<file path="src/rtl/cram_diag_loader.sv">
// Writes one microword into a CRAM column through diag load functions 050..05(NFUNC-1),
// with optional readback compare over read functions 14x (build option CRAM_VERIFY_EN).
module cram_diag_loader #(
  parameter int NFUNC      = 4,
  parameter int DATA_W     = 36,
  parameter int ADR_W      = 11,
  parameter int STROBE_CYC = 2,
  parameter int READ_CYC   = 2
) (
  input  logic                    clk_crm_h,
  input  logic                    mr_reset_l,
  input  logic                    req_valid_h,
  output logic                    req_ready_h,
  input  logic [ADR_W-1:0]        req_adr_h,
  input  logic [NFUNC*DATA_W-1:0] req_data_h,
  input  logic                    req_verify_h,
  input  logic                    abort_h,
  output logic                    busy_h,
  output logic                    done_h,
  output logic                    err_h,
  output logic [2:0]              err_func_h,
  output logic [ADR_W-1:0]        cra_adr_h,
  output logic [2:0]              diag_func_h,
  output logic                    diag_load_func_05x_l,
  output logic                    diag_read_func_14x_l,
  output logic                    ebus_drv_h,
  output logic [DATA_W-1:0]       ebus_d_out_h,
  input  logic [DATA_W-1:0]       ebus_d_in_h
);

  typedef enum logic [2:0] {
    S_IDLE, S_WSETUP, S_WSTROBE, S_WHOLD, S_RSETUP, S_RSTROBE, S_DONE
  } state_t;

  localparam logic [2:0] FI_LAST = 3'(NFUNC - 1);
  localparam logic [3:0] SC_LAST = 4'(STROBE_CYC - 1);
  localparam logic [3:0] RC_LAST = 4'(READ_CYC - 1);

  state_t                  state_q, state_d;
  logic [2:0]              fi_q, fi_d;
  logic [3:0]              cc_q, cc_d;
  logic [ADR_W-1:0]        adr_q;
  logic [NFUNC*DATA_W-1:0] data_q;
  logic [DATA_W-1:0]       cur_slice;
  logic                    accept;
  logic                    verify_en;

  assign accept    = (state_q == S_IDLE) && req_valid_h;
  assign cur_slice = data_q[int'(fi_q)*DATA_W +: DATA_W];

  always_ff @(posedge clk_crm_h or negedge mr_reset_l) begin
    if (!mr_reset_l) begin
      state_q <= S_IDLE;
      fi_q    <= '0;
      cc_q    <= '0;
    end else begin
      state_q <= state_d;
      fi_q    <= fi_d;
      cc_q    <= cc_d;
    end
  end

  always_ff @(posedge clk_crm_h or negedge mr_reset_l) begin
    if (!mr_reset_l) begin
      adr_q  <= '0;
      data_q <= '0;
    end else if (accept) begin
      adr_q  <= req_adr_h;
      data_q <= req_data_h;
    end
  end

  always_comb begin
    state_d = state_q;
    fi_d    = fi_q;
    cc_d    = cc_q;
    case (state_q)
      S_IDLE: begin
        if (req_valid_h) begin
          state_d = S_WSETUP;
          fi_d    = '0;
        end
      end
      S_WSETUP: begin
        state_d = S_WSTROBE;
        cc_d    = '0;
      end
      S_WSTROBE: begin
        if (cc_q == SC_LAST) state_d = S_WHOLD;
        else                 cc_d    = cc_q + 4'd1;
      end
      S_WHOLD: begin
        if (fi_q != FI_LAST) begin
          fi_d    = fi_q + 3'd1;
          state_d = S_WSETUP;
        end else if (verify_en) begin
          fi_d    = '0;
          state_d = S_RSETUP;
        end else begin
          state_d = S_DONE;
        end
      end
      S_RSETUP: begin
        state_d = S_RSTROBE;
        cc_d    = '0;
      end
      S_RSTROBE: begin
        if (cc_q == RC_LAST) begin
          if (fi_q != FI_LAST) begin
            fi_d    = fi_q + 3'd1;
            state_d = S_RSETUP;
          end else begin
            state_d = S_DONE;
          end
        end else begin
          cc_d = cc_q + 4'd1;
        end
      end
      S_DONE:  state_d = S_IDLE;
      default: state_d = S_IDLE;
    endcase
    // Abort beats any advance, including the final WHOLD/RSTROBE step.
    if (state_q != S_IDLE && abort_h) state_d = S_IDLE;
  end

  // Outputs decode the registered state only, so an async reset releases strobes at once.
  always_comb begin
    req_ready_h          = 1'b0;
    busy_h               = 1'b1;
    done_h               = 1'b0;
    cra_adr_h            = adr_q;
    diag_func_h          = '0;
    diag_load_func_05x_l = 1'b1;
    diag_read_func_14x_l = 1'b1;
    ebus_drv_h           = 1'b0;
    ebus_d_out_h         = '0;
    case (state_q)
      S_IDLE: begin
        req_ready_h = 1'b1;
        busy_h      = 1'b0;
        cra_adr_h   = '0;
      end
      S_WSETUP, S_WHOLD: begin
        diag_func_h  = fi_q;
        ebus_drv_h   = 1'b1;
        ebus_d_out_h = cur_slice;
      end
      S_WSTROBE: begin
        diag_func_h          = fi_q;
        ebus_drv_h           = 1'b1;
        ebus_d_out_h         = cur_slice;
        diag_load_func_05x_l = 1'b0;
      end
      S_RSETUP: diag_func_h = fi_q;
      S_RSTROBE: begin
        diag_func_h          = fi_q;
        diag_read_func_14x_l = 1'b0;
      end
      S_DONE:  done_h = 1'b1;
      default: busy_h = 1'b1;
    endcase
  end

`ifdef CRAM_VERIFY_EN
  logic       verify_q;
  logic       err_q;
  logic [2:0] err_func_q;
  logic       rd_sample;

  assign verify_en = verify_q;
  assign rd_sample = (state_q == S_RSTROBE) && (cc_q == RC_LAST) && !abort_h;

  always_ff @(posedge clk_crm_h or negedge mr_reset_l) begin
    if (!mr_reset_l) begin
      verify_q   <= 1'b0;
      err_q      <= 1'b0;
      err_func_q <= '0;
    end else if (accept) begin
      verify_q   <= req_verify_h;
      err_q      <= 1'b0;
      err_func_q <= '0;
    end else if (rd_sample && !err_q && (ebus_d_in_h != cur_slice)) begin
      err_q      <= 1'b1;
      err_func_q <= fi_q;
    end
  end

  assign err_h      = err_q;
  assign err_func_h = err_func_q;
`else
  logic unused_in;
  assign unused_in  = ^{req_verify_h, ebus_d_in_h};
  assign verify_en  = 1'b0;
  assign err_h      = 1'b0;
  assign err_func_h = '0;
`endif

endmodule
</file>
<file path="config.mk">
export PLATFORM = sky130hd
export DESIGN_NAME = cram_diag_loader
export DESIGN_NICKNAME = d
export VERILOG_FILES = /design/src/rtl/cram_diag_loader.sv
export SDC_FILE = /design/constraint.sdc
export NUM_CORES = 1
export LEC_CHECK = 0
export CORE_MARGIN = 2
export CORE_UTILIZATION = 40
export DETAILED_ROUTE_END_ITERATION = 10
export PLACE_DENSITY = 0.82
export SKIP_CTS_REPAIR_TIMING = 1
export SLEW_MARGIN = 15
export SYNTH_ARGS = -nofsm -noshare
export SYNTH_HDL_FRONTEND = slang
export SYNTH_SLANG_ARGS = --single-unit
</file>
<file path="constraint.sdc">
create_clock -name clk_crm_h -period 5.8 [get_ports clk_crm_h]
set_input_delay 1.16 -clock clk_crm_h [delete_from_list [all_inputs] [get_ports clk_crm_h]]
set_output_delay 1.16 -clock clk_crm_h [all_outputs]
set_load 0.02 [all_outputs]
</file>
; Word-level counts from Yosys, hierarchy flattened
; Index checks and enable logic that the tools add are counted.
[word_totals]
ff_bits = 165
in_bits = 196
word_cells = 58
[classes]
n_addsub = 2
multipliers = 1
n_eq_ne = 14
n_shift = 1
muxes = 22
reduce_logical = 13
[ops]
columns = operator, count
row1 = indexed part select 144 x 10 -> 36 bit, 1
row2 = two-way mux 36 bit, 1
row3 = two-way mux 3 bit, 9
row4 = one-hot mux 3 bit (6 select lines), 1
row5 = two-way mux 11 bit, 1
row6 = "equality test 3 bit, second input constant", 3
row7 = one-hot mux 3 bit (3 select lines), 1
row8 = one-hot mux 4 bit (2 select lines), 1
row9 = "multiplier 3 x 4 -> 7 bit, second input constant", 1
row10 = "equality test 3 x 2 -> 1 bit, second input constant", 2
row11 = two-way mux 1 bit, 6
row12 = "!= test 2 bit, second input constant", 3
row13 = "!= test 3 x 2 -> 1 bit, second input constant", 2
row14 = "!= test 3 bit, second input constant", 2
row15 = AND reduction 3 bit, 2
row16 = nonzero test 3 bit, 2
row17 = OR reduction 5 bit, 1
row18 = "adder 4 x 1 -> 4 bit, second input constant", 1
row19 = "equality test 4 x 1 -> 1 bit, second input constant", 1
row20 = two-way mux 4 bit, 1
row21 = OR reduction 2 bit, 2
row22 = "adder 3 x 1 -> 3 bit, second input constant", 1
row23 = "equality test 3 x 1 -> 1 bit, second input constant", 1
row24 = logical NOT 3 bit, 1
row25 = 5 further kinds, 6

; Logic depth before layout (Yosys ltp)
; Gate-level depths: netlist (run 1).
[logic_depth]
depth_word = 5
depth_mapped = 9
mapped_depth_nobuf = 6

; Worst setup path before layout (run 1)
; No wires, ideal clock.
[synth_timing]
path_kind = register -> output
startpoint = reg fi_q[0]
endpoint = out ebus_d_out_h[18]
t_arrival_ps = 1651
required_time_ps = 4640
setup_slack_ps = 2989
stages_incl_launch_ff = 5
n_path_buf = 2
cell_sequence = dfrtp_1 -> buf_2 -> buf_4 -> mux4_2 -> and3_1
[synth_between]
elab_chain_len = 3
[synth_lines]
columns = element, line
row1 = from (decl), 40  ; logic [2:0] fi_q, fi_d;
row2 = from (signal assigned), 58  ; fi_q <= fi_d;
row3 = multiplier 3 x 4 -> 7 bit, 49  ; assign cur_slice = data_q[int'(fi_q)*DATA_W +: DATA_W];
row4 = indexed part select 144 x 10 -> 36 bit, 49
row5 = two-way mux 36 bit, 137  ; case (state_q)
row6 = to (decl), 27  ; output logic [DATA_W-1:0] ebus_d_out_h,
; No other way between the ends.

; Worst setup path after layout (run 1)
[layout_timing]
startpoint = reg fi_q[0]
endpoint = out ebus_d_out_h[23]
; The elaborated chain is that of the path after synthesis.

==> run_results.csv, run 1 <==
group,metric,value,unit
die,core-area,0.01889,mm^2
power,p_total,5.460,mW
synthesis,synthCells,832,
die,fp.dieW,143.2,um
power,seqPwrFrac,37.2,%
clocking,clkTransAtPathRegs,60,ps
finish,instances_no_fill,1289,
synthesis,ys_warn_count,0,
timing,maxSlewHeadroom,29.21,%
global_route,track_usage,19.90,%
power,p_switching,1.929,mW
clocking,clk_path_buf_depth,2,
clocking,cts_root_buf,"clkbuf_16",
hold_path,hold_path.class,"flip-flop to flip-flop",
timing,fmax,0.2329,GHz
die,die_h,143.2,um
timing,fin_crit_sh,74.04,%
timing,rsz0062_at_grt,"no",
setup_path,start_kind,"flip-flop",
drt,detail_route.wirelength,19420,um
status,status,"completed",
synthesis,async_flop_share,100.0,%
clocking,cts_made_buffers,17,
drt,vias_per_cell,4.740,
drt,vias,6110,
power,swShare,35.33,%
hold_path,min_path_cells,2,
synthesis,synth_cell_types,34,
power,p_clk_share,22.5,%
global_route,grt_pass1_wl,31920,um
clocking,cts_sinks,165,
clocking,cts_tree,"done",
placed_design,gp_congestion,0.7853,
synthesis,netlist_area,0.007754,mm^2
drt,drc,0,
timing,fin_worst_skew,8.542,ps
power,leakagePower,5.145,nW
timing,slew_viol_final,0,
placed_design,dp_hpwl,12770,um
setup_path,cp.arrival,3130,ps
synthesis,ys_ff_latch,165,
finish,syn2layout_area_growth,36.07,%
die,rows,50,
finish,antenna_cells,0,
timing,finalCriticalPeriod,4294,ps
synthesis,avgSynthCellArea,9.319,um^2
timing,tightestPinTransition,1062,ps
setup_path,crit_type,"flip-flop to primary output",
clocking,clock_tree.htree_level_count,4,
power,powerDensity,517.5,mW/mm^2
setup_path,cpPeakStageDelay,930,ps
global_route,grt_max_degree,118,
setup_path,cpMaxStageDelayCell,"dfrtp_2",
power,ir_worst_vdd,0.2860,mV
placed_design,port_buffers,214,
run,maxCapViolCount,0,
die,ioPinCount,256,
drt,drt-initial-drc-count,314,
clocking,clock_latency,420,ps
drt,dr.pass1.iters,4,
finish,layout-drive-gt1-share,7.872,%
drt,detail_route.wl_per_cell,15.07,um
drt,final_antenna_net_count,0,
timing,fin_worst_hold_slack,468.1,ps
synthesis,synth_edf_count,0,
synthesis,synthFlopType,"dfrtp_1",
timing,tns,0,ps
global_route,grt-ovfl-total,0,
setup_path,cp_data_required_time,4640,ps
die,die_area,0.02051,mm^2
synthesis,yosysSeqAreaShare,53.25,%
placed_design,placed_cells,1257,
finish,nNetsFinal,1216,
finish,n_fill_cell,1698,
timing,setup_viol,0,
power,internal_power,3.531,mW
die,initial_core_util,41.04,%
power,comb_power_share,40.2,%
setup_path,path_cells,"buf_4, mux4_2, and3_1, clkdlybuf4s50_1",
timing,hold_viol,0,
global_route,antenna_found_initial,0,
global_route,grt_pass1_vias,6365,
setup_path,crit_fanout,23,
setup_path,end_kind,"primary output",
setup_path,r2r_cells,6,
==> power groups by stage <==
stage | Sequential (mW) | Combinational, mW | Clock [mW]
3_3_place_gp | 2.02 | 2.17 | 0
5_1_grt | 2.11 | 2.44 | 1.31
3_5_place_dp | 2.06 | 2.22 | 0
6_report | 2.03 | 2.20 | 1.23
2_1_floorplan | 1.88 | 1.63 | 0
4_1_cts | 2.04 | 2.23 | 1.26
==> worst paths after layout <==
| kind | start | end | slack (ps) |
|---|---|---|---|
| worst max-delay path | fi_q[0] | ebus_d_out_h[23] | 1510 |
| worst min-delay path | adr_q[4] | adr_q[4] | 470 |
| worst max register to register | state_q[2] | data_q[16] | 2810 |
| worst min register to register | adr_q[4] | adr_q[4] | 470 |
| max in group asynchronous | mr_reset_l | data_q[85] | 3750 |
| min in group asynchronous | mr_reset_l | adr_q[0] | 860 |
==> cells in the final DEF (no fill, tap or decap), types with 2 or more instances in the layout <==
cell             synthesis  final
a21oi_1                  4      4
and2_1                  11     11
and3_1                  39     39
buf_4                    7      6
bufinv_16                0      4
clkbuf_16                0     17
clkbuf_8                 0      5
clkdlybuf4s50_1          0    213
clkinv_4                 0      4
conb_1                   1      4
dfrtp_1                165    163
dfrtp_2                  0      2
ha_1                     4      4
inv_1                    6      6
mux2i_1                  3      3
mux4_2                  36     36
nand2_1                473    472
nand3_1                  3      3
nor2_1                   5      4
nor2b_1                  3      3
o211ai_1                 2      2
o21ai_0                  3      3
o31ai_1                  3      3
==> sequential cells by signal, summed over array words and instances, names as in the netlist <==
| signal | cells |
|---|---|
| cc_q | 4 |
| data_q | 144 |
| adr_q | 11 |
| state_q | 3 |
| fi_q | 3 |
==> critical path: cells and delay by family (launching register included) <==
family / cells / cell delay, ps
and+or+nand+nor: 1 / 200
DFF: 1 / 930
buffers and inverters: 2 / 1040
muxes: 1 / 540
==> layout make-up <==
cell class	count	area [um^2]	share of cell area (%)
clock buffers	22	484.2	4.590
clock inverters	10	168.9	1.601
inverters	7	26.28	0.2491
multi-input cells	605	3223	30.55
flip-flops and latches	165	4131	39.16
well taps	260	325.3	3.083
repair buffers	220	2191	20.77
==> logic make-up after synthesis <==
family | share of synthesized area, %
and+or+nand+nor | 28.26
muxes | 10.84
buffers and inverters | 5.519
adders and majority gates | 0.6455
xor gates and xnor gates | 0.1130
AOI/OAI and AO/OA | 1.323
other | 0.04836
DFF | 53.25
==> stage by stage <==
stage	cell area, um^2	util [%]	setup WS, ps
5_1_grt	10550	55.84	1276
3_5_place_dp	9894	52.37	1873
2_1_floorplan	7765	-	2989
6_report	10550	55.84	1506
3_3_place_gp	9894	52.37	1852
4_1_cts	10550	55.83	1423
==> per-layer routing <==
layer | vias up | global-route usage [%] | share of wire, %
met4 | 0 | 6.553 | 2.2
li1 | 3012 | - | -
met3 | 28 | 5.064 | 5.4
met1 | 2915 | 26.06 | 44
met2 | 155 | 32.51 | 48
met5 | - | 0 | 0
==> Yosys cell counts (all sizes together), types with 2 or more instances <==
master	instances	area (um^2)
nor2b	3	18.77
buf	44	349.1
inv	7	26.27
o211ai	2	15.01
and2	12	77.58
nand3	3	15.01
nand2	473	1775
clkbuf	14	52.55
ha	4	50.05
dfrtp	165	4129
mux4	36	810.8
a21oi	4	20.02
o21ai	3	15.01
mux2i	3	30.03
o31ai	3	22.52
and3	39	244.0
nor2	5	18.77
Note: power is estimated with default switching activity, not from simulation.
==> run 2: changes to the inputs <==
Settings changed: PLACE_DENSITY 0.82 to 0.85.
Clock period 5.8 ns to 3.9 ns, I/O delays scaled along.
==> run_results.csv, run 2 (synthesis results as in run 1) <==
group,metric,value,unit
die,fp.dieW,143.2,um
finish,stdcell_area,0.01063,mm^2
drt,vias,6337,
global_route,grt-ovfl-total,0,
setup_path,cp_data_required_time,3120,ps
timing,finalCriticalPeriod,3577,ps
die,die_area,0.02051,mm^2
drt,drt-initial-drc-count,350,
hold_path,hold_path.class,"input port to asynchronous set/reset pin",
setup_path,cp.buffers_inverters,2,
setup_path,crit_family,"buffers and inverters",
clocking,cts_root_buf,"clkbuf_16",
power,swShare,35.87,%
power,comb_power_share,41.6,%
drt,dr.pass1.iters,4,
die,die_h,143.2,um
finish,final_cell_mix,"nand2_1, clkdlybuf4s50_1, dfrtp_1",
timing,rsz0062_at_grt,"no",
setup_path,path_cells,"buf_12, mux4_2, and3_1, clkdlybuf4s50_1",
finish,largest_register_ffs,144,
setup_path,start_kind,"flip-flop",
finish,layout-drive-gt1-share,8.325,%
drt,vias_per_cell,4.897,
global_route,grt_pass1_wl,32330,um
clocking,cts_sinks,165,
timing,fmax,0.2796,GHz
power,leakagePower,5.176,nW
finish,final_common_cell,"nand2_1",
global_route,antenna_found_initial,0,
drt,final_antenna_net_count,0,
power,p_switching,2.938,mW
drt,detail_route.wirelength,20300,um
status,status,"completed",
global_route,grt_pass1_vias,6349,
die,initial_core_util,41.04,%
timing,fin_crit_sh,91.71,%
setup_path,crit_fanout,21,
clocking,clk_path_buf_depth,2,
die,rows,50,
timing,slew_viol_final,0,
power,ir_worst_vdd,0.3449,mV
setup_path,end_kind,"primary output",
power,seqPwrFrac,36.7,%
timing,timing.final.ws_setup,323.4,ps
timing,setup_viol,0,
placed_design,place_area,0.01000,mm^2
placed_design,dp_hpwl,13720,um
power,internal_power,5.252,mW
die,core-area,0.01889,mm^2
timing,hold_viol,0,
global_route,track_usage,20.21,%
timing,tns,0,ps
setup_path,crit_type,"flip-flop to primary output",
finish,top_regs,"data_q x144, adr_q x11, cc_q x4",
clocking,cts_tree,"done",
setup_path,cp.arrival,2800,ps
finish,largest_register,"data_q",
run,maxCapViolCount,0,
finish,syn2layout_area_growth,37.10,%
clocking,cts_made_buffers,17,
placed_design,port_buffers,214,
setup_path,cpPeakStageDelay,800,ps
clocking,clkTransAtPathRegs,60,ps
global_route,grt_max_degree,98,
timing,fin_worst_skew,6.644,ps
finish,nNetsFinal,1220,
drt,drc,0,
clocking,clock_latency,420,ps
timing,tightestPinTransition,911.8,ps
die,ioPinCount,256,
timing,maxSlewHeadroom,39.22,%
power,p_clk_share,21.7,%
setup_path,cpMaxStageDelayCell,"dfrtp_2",
clocking,clock_tree.htree_level_count,4,
placed_design,gp_congestion,0.7988,
placed_design,dp_slack,693.1,ps
drt,detail_route.wl_per_cell,15.69,um
power,powerDensity,770.5,mW/mm^2
run 2: changes by cell type in the layout (fill, tap and decap cells not counted), sizes merged:
cell | before | now
clkinvlp | 0 | 1
clkbuf | 23 | 21
bufinv | 4 | 3
buf | 6 | 11
clkinv | 5 | 6
diode | 0 | 1
run 2: metal layers:
layer	vias to the layer above	global-route usage (%)	part of all wire, %
met5	-	0	0
met4	0	5.779	1.6
met3	21	4.762	4.8
met2	166	33.85	50
met1	3127	26.36	43
li1	3023	-	-
run 2: final timing paths:
| check | startpoint | endpoint | depth (start not counted) | slack, ps |
|---|---|---|---|---|
| setup / recovery | fi_q[0] | ebus_d_out_h[20] | 4 | 320 |
| hold / removal | mr_reset_l | data_q[103] | 1 | 430 |
| setup reg to reg | state_q[2] | data_q[115] | 6 | 1260 |
| hold reg to reg | adr_q[8] | adr_q[8] | 2 | 470 |
| max in group asynchronous | mr_reset_l | data_q[12] | 2 | 2560 |
| min in group clk_crm_h | adr_q[8] | adr_q[8] | 2 | 470 |
run 2: worst register-to-register path: stages, from the launching register on:
cell and delay, ps:
dfrtp_1 580, or3_1 550, inv_2 130, nand2_4 550, buf_4 560, nand2_1 120, nand2_1 80
run 2: layout make-up:
| type | count | area (um^2) |
|---|---|---|
| Inverter | 7 | 26.28 |
| Clock inverter | 11 | 147.6 |
| Sequential cell | 165 | 4131 |
| Fill cell | 1672 | 8263 |
| Clock buffer | 21 | 480.5 |
| Tap cell | 260 | 325.3 |
| Antenna cell | 1 | 2.502 |
| Multi-Input combinational cell | 605 | 3223 |
| Timing Repair Buffer | 224 | 2293 |
run 2: power by group through the flow:
stage | combinational, mW | clock (mW) | sequential (mW)
2_1_floorplan | 2.43 | 0 | 2.80
3_3_place_gp | 3.35 | 0 | 2.97
3_5_place_dp | 3.44 | 0 | 3.04
4_1_cts | 3.46 | 1.82 | 3.01
5_1_grt | 3.75 | 1.89 | 3.11
6_report | 3.41 | 1.77 | 3.00
run 2: metrics by stage:
stage | hold WS (ps) | instances | power [mW] | utilization, %
5_1_grt | 488.7 | 1293 | 8.750 | 56.25
4_1_cts | 471.0 | 1293 | 8.287 | 56.25
3_5_place_dp | 454.7 | 1261 | 6.479 | 52.93
2_1_floorplan | 437.4 | 835 | 5.233 | -
3_3_place_gp | 449.2 | 1261 | 6.318 | 52.93
6_report | 430.7 | 1294 | 8.190 | 56.26
